`src/rtl/ex_div_unit.sv`:
```
// Iterative RV32M divide unit for the EX stage: DIV/DIVU/REM/REMU by restoring
// division, one quotient bit per cycle, holding the pipeline through STALL.
module ex_div_unit #(
  parameter int XLEN  = 32,
  parameter int CNT_W = 6
) (
  input  logic            CLK,
  input  logic            RST,
  input  logic            DIV_VALID,
  input  logic [2:0]      FUNC3,
  input  logic [XLEN-1:0] OPERAND_A,
  input  logic [XLEN-1:0] OPERAND_B,
  input  logic            FLUSH,
  output logic            STALL,
  output logic [XLEN-1:0] DIV_RESULT,
  output logic            DIV_RESULT_VALID,
  output logic            BUSY
);

  typedef enum logic [1:0] {S_IDLE, S_CALC, S_DONE} state_t;

  localparam logic [CNT_W-1:0] LAST    = CNT_W'(XLEN - 1);
  localparam logic [XLEN-1:0]  MIN_NEG = {1'b1, {(XLEN-1){1'b0}}};

  state_t            state_q, state_d;
  logic [CNT_W-1:0]  count_q, count_d;
  logic [XLEN-1:0]   quo_q, quo_d;
  logic [XLEN-1:0]   rem_q, rem_d;
  logic [XLEN-1:0]   dvs_q, dvs_d;
  logic [XLEN-1:0]   res_q, res_d;
  logic              is_rem_q, is_rem_d;
  logic              neg_quo_q, neg_quo_d;
  logic              neg_rem_q, neg_rem_d;

  logic              sgn_op, a_neg, b_neg;
  logic [XLEN-1:0]   a_mag, b_mag;
  logic [XLEN:0]     rem_sh, diff;
  logic [XLEN-1:0]   quo_nx, rem_nx, fixed;
  logic              unused_func3;

  // FUNC3[2] is implied by DIV_VALID; only the low bits select the operation.
  assign unused_func3 = FUNC3[2];

  assign sgn_op = ~FUNC3[0];
  assign a_neg  = sgn_op & OPERAND_A[XLEN-1];
  assign b_neg  = sgn_op & OPERAND_B[XLEN-1];
  assign a_mag  = a_neg ? (~OPERAND_A + 1'b1) : OPERAND_A;
  assign b_mag  = b_neg ? (~OPERAND_B + 1'b1) : OPERAND_B;

  // One restoring step; rem stays below the divisor so the shifted value fits XLEN+1.
  assign rem_sh = {rem_q, quo_q[XLEN-1]};
  assign diff   = rem_sh - {1'b0, dvs_q};
  assign quo_nx = {quo_q[XLEN-2:0], ~diff[XLEN]};
  assign rem_nx = diff[XLEN] ? rem_sh[XLEN-1:0] : diff[XLEN-1:0];

  // Sign fix-up applied on the final iteration so the result is registered into DONE.
  always_comb begin
    fixed = '0;
    if (is_rem_q) fixed = neg_rem_q ? (~rem_nx + 1'b1) : rem_nx;
    else          fixed = neg_quo_q ? (~quo_nx + 1'b1) : quo_nx;
  end

  always_comb begin
    state_d   = state_q;
    count_d   = count_q;
    quo_d     = quo_q;
    rem_d     = rem_q;
    dvs_d     = dvs_q;
    res_d     = res_q;
    is_rem_d  = is_rem_q;
    neg_quo_d = neg_quo_q;
    neg_rem_d = neg_rem_q;
    unique case (state_q)
      S_IDLE: begin
        if (DIV_VALID && !FLUSH) begin
          is_rem_d  = FUNC3[1];
          neg_quo_d = a_neg ^ b_neg;
          neg_rem_d = a_neg;
          count_d   = '0;
          rem_d     = '0;
          quo_d     = a_mag;
          dvs_d     = b_mag;
          if (OPERAND_B == '0) begin
            res_d   = FUNC3[1] ? OPERAND_A : '1;
            state_d = S_DONE;
          end else if (sgn_op && OPERAND_A == MIN_NEG && OPERAND_B == '1) begin
            res_d   = FUNC3[1] ? '0 : MIN_NEG;
            state_d = S_DONE;
          end else begin
            state_d = S_CALC;
          end
        end
      end
      S_CALC: begin
        if (FLUSH || !DIV_VALID) begin
          state_d = S_IDLE;
        end else begin
          quo_d   = quo_nx;
          rem_d   = rem_nx;
          count_d = count_q + 1'b1;
          if (count_q == LAST) begin
            res_d   = fixed;
            state_d = S_DONE;
          end
        end
      end
      S_DONE:  state_d = S_IDLE;
      default: state_d = S_IDLE;
    endcase
  end

  always_ff @(posedge CLK) begin
    if (RST) begin
      state_q   <= S_IDLE;
      count_q   <= '0;
      quo_q     <= '0;
      rem_q     <= '0;
      dvs_q     <= '0;
      res_q     <= '0;
      is_rem_q  <= 1'b0;
      neg_quo_q <= 1'b0;
      neg_rem_q <= 1'b0;
    end else begin
      state_q   <= state_d;
      count_q   <= count_d;
      quo_q     <= quo_d;
      rem_q     <= rem_d;
      dvs_q     <= dvs_d;
      res_q     <= res_d;
      is_rem_q  <= is_rem_d;
      neg_quo_q <= neg_quo_d;
      neg_rem_q <= neg_rem_d;
    end
  end

  assign STALL            = DIV_VALID & ~FLUSH & (state_q != S_DONE);
  assign DIV_RESULT_VALID = (state_q == S_DONE) & ~FLUSH;
  assign BUSY             = (state_q == S_CALC);
  assign DIV_RESULT       = res_q;

endmodule

```
`config.mk`:
```
export PLATFORM = sky130hd
export DESIGN_NAME = ex_div_unit
export DESIGN_NICKNAME = d
export VERILOG_FILES = /design/src/rtl/ex_div_unit.sv
export SDC_FILE = /design/constraint.sdc
export NUM_CORES = 1
export LEC_CHECK = 0
export BUFFER_PORTS_ARGS = -buffer_cell sky130_fd_sc_hd__buf_2
export CORE_ASPECT_RATIO = 1.4
export CORE_MARGIN = 2
export CORE_UTILIZATION = 45
export CTS_CLUSTER_SIZE = 8
export DETAILED_ROUTE_END_ITERATION = 12
export PLACE_DENSITY = 0.71
export SLEW_MARGIN = 5
export SYNTH_ARGS = -nofsm -noshare
export SYNTH_HDL_FRONTEND = slang
export SYNTH_SLANG_ARGS = --single-unit
```
`constraint.sdc`:
```
create_clock -name CLK -period 13.2 [get_ports CLK]
set_input_delay 2.64 -clock CLK [delete_from_list [all_inputs] [get_ports CLK]]
set_output_delay 2.64 -clock CLK [all_outputs]
set_load 0.02 [all_outputs]
```
# ---- After elaboration in Yosys (flattened, before gate mapping)
# Cells that the tools add are included.
dict set report word_totals {
  latch_bits 0
  ramBits 0
  romBits 0
  memories 0
  output_inout_bits 35
  regBits 139
}
dict set report op_classes {
  n_mul 0
  n_lt_le_gt_ge 0
  bitwise 13
  n_reduce_logical 13
  div 0
  shift 0
  n_eq_ne 11
  add_sub_neg 6
  n_mux 29
}
# cell count
set op_table {}
lappend op_table {{$mux W32} 17}
lappend op_table {{$pmux W32 S2} 3}
lappend op_table {{$add A32 B1 Y32 const B} 4}
lappend op_table {{$not A32 Y32} 4}
lappend op_table {{$eq A32 B32 Y1 const B} 2}
lappend op_table {{$sub A33 B32 Y33} 1}
lappend op_table {{$logic_not A32 Y1} 1}
lappend op_table {{$mux W6} 2}
lappend op_table {{$pmux W6 S2} 1}
lappend op_table {{$mux W2} 5}
lappend op_table {{$add A6 B1 Y6 const B} 1}
lappend op_table {{$eq A6 B5 Y1 const B} 1}
lappend op_table {{$ne A2 B2 Y1 const B} 3}
lappend op_table {{$and A1 B1 Y1} 5}
lappend op_table {{$reduce_and A5 Y1} 1}
lappend op_table {{$pmux W2 S2} 1}
lappend op_table {{$reduce_and A2 Y1} 2}
lappend op_table {{$logic_and A1 B1 Y1} 3}
lappend op_table {{$ne A3 B1 Y1 const B} 1}
lappend op_table {{$ne A3 B3 Y1 const B} 1}
lappend op_table {{$not A1 Y1} 3}
lappend op_table {{$reduce_and A3 Y1} 1}
lappend op_table {{$eq A2 B1 Y1 const B} 1}
lappend op_table {{$eq A2 B2 Y1 const B} 1}
lappend op_table {{other kinds (6)} 7}

# ---- Longest topological paths before layout
dict set report depth {
  ltp_word 9
  ltp_mapped 28
  ltp_nobuf 24
}

# ---- Least setup slack after synthesis
# Ideal clock, no wire load.
dict set report synth_timing {
  kind {input to output}
  from {in FLUSH}
  to {out DIV_RESULT_VALID}
  t_arrival_ns 3.158
  path_stages 1
  path_slack_ns 7.402
  t_required_ns 10.560
  cell_sequence {nor3b_1}
}
dict set report synth_between {
  elab_chain_cells 2
}
# element line
set synth_rtl {}
lappend synth_rtl {{start, declared} 13} ;# input logic FLUSH,
lappend synth_rtl {{$not A1 Y1} 137} ;# assign DIV_RESULT_VALID = (state_q == S_DONE) & ~FLUSH;
lappend synth_rtl {{$and A1 B1 Y1} 137}
lappend synth_rtl {{end, declared} 16} ;# output logic DIV_RESULT_VALID,
# Every way passes these cells.

# ---- Final worst setup path
dict set report layout_timing {
  from {reg quo_q[31]}
  to {reg res_q[26], in the netlist DIV_RESULT[26]}
}
dict set report layout_between {
  elab_chain_cells 9
}
# element line
set layout_rtl {}
lappend layout_rtl {{start, declared} 27} ;# logic [XLEN-1:0] quo_q, quo_d;
lappend layout_rtl {{start signal, assigned} 126} ;# quo_q <= quo_d;
lappend layout_rtl {{$sub A33 B32 Y33} 52} ;# assign diff = rem_sh - {1'b0, dvs_q};
lappend layout_rtl {{$mux W32 or $not A1 Y1 (tied branches)} {54, 53}}
lappend layout_rtl {{$not A32 Y32, on equally long branches} {59, 60}}
lappend layout_rtl {{$add A32 B1 Y32, on equally long branches} {59, 60}}
lappend layout_rtl {{$mux W32, on equally long branches} {59, 60}}
lappend layout_rtl {{$mux W32 *} 59} ;# if (is_rem_q) fixed = neg_rem_q ? (~rem_nx + 1'b1) : rem_nx;
lappend layout_rtl {{$mux W32 *} 101} ;# if (count_q == LAST) begin
lappend layout_rtl {{$mux W32 *} 95} ;# if (FLUSH || !DIV_VALID) begin
lappend layout_rtl {{$pmux W32 S2 *} 73} ;# unique case (state_q)
lappend layout_rtl {{end signal, assigned} 129} ;# res_q <= res_d;
lappend layout_rtl {{end, declared} 30} ;# logic [XLEN-1:0] res_q, res_d;
# Mark *: on every way between the ends. The rest lies on a longest branch, timed or not. The select of a mux whose other input is x is not followed.
# A chain may end at the register's enable or synchronous reset.

==> impl_metrics.yaml <==
setup_path:
  required_ps: 13560
  worstPathArrival_ps: 7050
  critPathMaxFanout: 54
  critPathCaptureType: "register"
  critPathKind: "register to register"
  critPathLaunchType: "register"
timing:
  final-max-slew-violation-count: 0
  finalSetupViolCount: 0
  fin_tns_setup_ps: 0
  final.period_utilization_pct: 50.7
  slew_headroom_pct: 22.4
  worst_slew_pin_slew_ps: 1160
  layout_min_cycle_time_ps: 6700
  rsz0062_at_grt: "no"
  hold_viol_final: 0
  skew_ps: 13.7
  setup_slack_ps: 6500
  max_freq_mhz: 149
  whs_ps: 473
floorplan:
  fp.dieH_um: 192
  core_area_mm2: 0.0252
  die_w_um: 139
  die-area_mm2: 0.0267
  std_cell_rows: 69
  initial_core_util_pct: 45.3
  io_pins: 106
global_route:
  grt_max_degree: 75
  grt_overflow: 0
  grt_use_total_pct: 27.4
  grt_pass1_vias: 11400
  antenna_found_initial: 0
  grt_pass1_wl_mm: 59.2
pwr:
  power_density_mw_per_mm2: 97.2
  ir_drop_uv: 104
  leakage_nw: 4.80
synth:
  synthSimpleGateAreaFrac_pct: 22.3
  synth_xor_area_share_pct: 10.6
  synthFlopType: "dfxtp_1"
  ys_ff_latch: 139
  yosys_warnings: 0
  syn_area_mm2: 0.0114
  synth_adder_area_share_pct: 4.34
  synth_edf_count: 0
  synth_top_family_by_area: "compound AO/OA/AOI/OAI gates"
  async_flop_share_pct: 0
  synth.area.mux_share_pct: 2.63
  syn_nets: 1664
  synth_cell_type_count: 91
  syn_area_per_cell_um2: 7.35
  synth_seq_area_share_pct: 24.4
  synthCells: 1554
  synth_compound_area_share_pct: 29.8
layout:
  area.growth.synth_to_final_pct: 10.9
  drive_gt1_share_pct: 11.6
  nets: 1697
  fin_cells: 1919
  antenna_cells: 0
placement:
  place_congestion: 0.948
  pre_cts_slack_ps: 6650
  port_buffers: 104
  dp.cells: 1887
  dp_hpwl_mm: 27.5
clock_tree:
  cts_buffer_depth: 2
  h-tree-depth: 4
  clk_latency_ps: 440
  cts.repair.resized: 0
  cts_sinks: 139
  cts_hold_buf: 0
  clk_pin_slew_ps: 60
  post_cts_buffers: 0
  cts_root_buffer: "clkbuf_16"
  cts_tree: "yes"
  cts_buffers: 17
routing:
  postRouteAntennaNets: 0
  viasPerCell: 6.27
  drc_errors: 0
  dr.first_iter.drc_count: 862
  via_count: 12000
  routed_wl_mm: 37.1
  routedWlPerCell_um: 19.4
  dr.pass1.iters: 5
run_status:
  outcome: "finished clean"
run:
  max-cap-violations: 0
hold_path:
  hold_class: "register to register"
[area by class of cell]
cell class,instances,area (µm²)
clock inverter,4,73.8
timing repair buffer,116,613
clock buffer,28,557
tap,319,399
sequential,139,2780
inverter,70,265
multi-input combinational,1243,7970
fill,2481,12600
[cell usage in the layout, fill, tap and decap left out, types with 9 or more instances in the layout]
| cell type | n |
|---|---|
| clkbuf_8 | 9 |
| or3_1 | 17 |
| nor2b_1 | 16 |
| clkbuf_16 | 17 |
| o211ai_1 | 18 |
| xor2_1 | 53 |
| mux2i_1 | 23 |
| a21o_1 | 9 |
| dfxtp_1 | 139 |
| nand2b_1 | 11 |
| o221ai_1 | 30 |
| a21oi_1 | 148 |
| a311oi_1 | 15 |
| o21ai_0 | 94 |
| buf_4 | 13 |
| o41ai_1 | 13 |
| o31ai_1 | 25 |
| a211oi_1 | 43 |
| nor3_1 | 39 |
| or4_1 | 10 |
| nand2_1 | 161 |
| a31oi_1 | 14 |
| ha_1 | 38 |
| a22oi_1 | 18 |
| nand3_1 | 18 |
| inv_1 | 67 |
| and2_1 | 11 |
| nand4_1 | 28 |
| buf_2 | 103 |
| nor4_1 | 25 |
| nor2_1 | 157 |
| xnor2_1 | 85 |
[cells by family (layout without fill, tap and decap cells)]
group,after synthesis,after routing
simple gates,531,531
compound gates,506,506
buf+inv,172,218
flops,139,139
xor+xnor,138,138
fa+ha+maj,39,39
mux,29,29
[worst max-delay path, cell delays in order, from the launching register on]
cell and delay [ps]:
dfxtp_1 400, inv_1 90, ha_1 250, fa_1 470, nor2b_4 140, o31a_1 240, o211ai_2 180, a2111oi_4 440
nor3_2 210, nor2_8 620, inv_4 410, nand2_1 150, o21ai_0 170, inv_1 120, ha_1 400, inv_1 190
or4b_4 590, o41ai_2 340, nand3_2 190, o41ai_2 340, xor2_1 110, or3_1 320, a211oi_1 200
[registers in the layout (all words and copies together), names as in the netlist]
signal and flops:
rem_q 32, state_q 2, dvs_q 32, neg_rem_q 1, DIV_RESULT 32, count_q 6, quo_q 32, is_rem_q 1
neg_quo_q 1
[layer usage]
layer,vias up,GRT usage (%),part of all wire (%)
met5,-,0,0
met4,0,16.7,6.2
met3,122,3.55,5.2
met2,480,48.9,49
met1,5664,31.1,39
li1,5765,-,-
[cell usage after synthesis, types with 4 or more instances]
| library cell | instances | area share [%] |
|---|---|---|
| a211oi_1 | 43 | 2.8 |
| a21o_1 | 9 | 0.59 |
| a21oi_1 | 148 | 6.5 |
| a221oi_1 | 6 | 0.46 |
| a22oi_1 | 18 | 1.2 |
| a311oi_1 | 15 | 1.2 |
| a31oi_1 | 14 | 0.77 |
| a41oi_1 | 6 | 0.46 |
| and2_1 | 11 | 0.60 |
| and3_1 | 4 | 0.22 |
| buf_1 | 5 | 0.16 |
| buf_2 | 14 | 0.61 |
| clkbuf_1 | 80 | 2.6 |
| dfxtp_1 | 139 | 24 |
| ha_1 | 38 | 4.2 |
| inv_1 | 67 | 2.2 |
| mux2_2 | 4 | 0.39 |
| mux2i_1 | 23 | 2.0 |
| nand2_1 | 161 | 5.3 |
| nand2b_1 | 11 | 0.60 |
| nand3_1 | 18 | 0.79 |
| nand3b_1 | 5 | 0.33 |
| nand4_1 | 28 | 1.5 |
| nor2_1 | 160 | 5.3 |
| nor2b_1 | 16 | 0.88 |
| nor3_1 | 39 | 1.7 |
| nor4_1 | 25 | 1.4 |
| o211ai_1 | 18 | 1.2 |
| o21a_1 | 8 | 0.53 |
| o21ai_0 | 94 | 4.1 |
| o21ai_1 | 8 | 0.35 |
| o21bai_1 | 4 | 0.26 |
| o221ai_1 | 30 | 2.3 |
| o22ai_1 | 6 | 0.33 |
| o31ai_1 | 25 | 1.6 |
| o41ai_1 | 13 | 1.0 |
| or2_2 | 6 | 0.33 |
| or3_1 | 17 | 0.93 |
| or4_1 | 10 | 0.66 |
| xnor2_1 | 85 | 6.5 |
| xor2_1 | 53 | 4.1 |
[stage by stage]
step	utilization (%)	area [µm²]	total power, mW
global route	50.2	12700	1.27
floorplan	-	11400	0.640
finish	50.2	12700	1.23
global placement	47.7	12000	0.715
CTS	50.2	12700	1.23
detailed placement	47.7	12000	0.720
[final timing paths]
kind,start,end,slack (ps),cells past startpoint
worst min register to register,DIV_RESULT[0],DIV_RESULT[0],470,2
worst min-delay path,DIV_RESULT[0],DIV_RESULT[0],470,2
worst max register to register,quo_q[31],DIV_RESULT[26],6500,22
worst max-delay path,quo_q[31],DIV_RESULT[26],6500,22
[where the power goes]
part / total (mW) / internal, mW / switching (mW) / leakage [nW]
Combinational: 0.268 / 0.0919 / 0.176 / 3.35
Sequential: 0.450 / 0.434 / 0.0153 / 1.13
Clock: 0.513 / 0.324 / 0.189 / 0.313
Total: 1.23 / 0.850 / 0.380 / 4.80
Power figures use the tool's default switching activity.
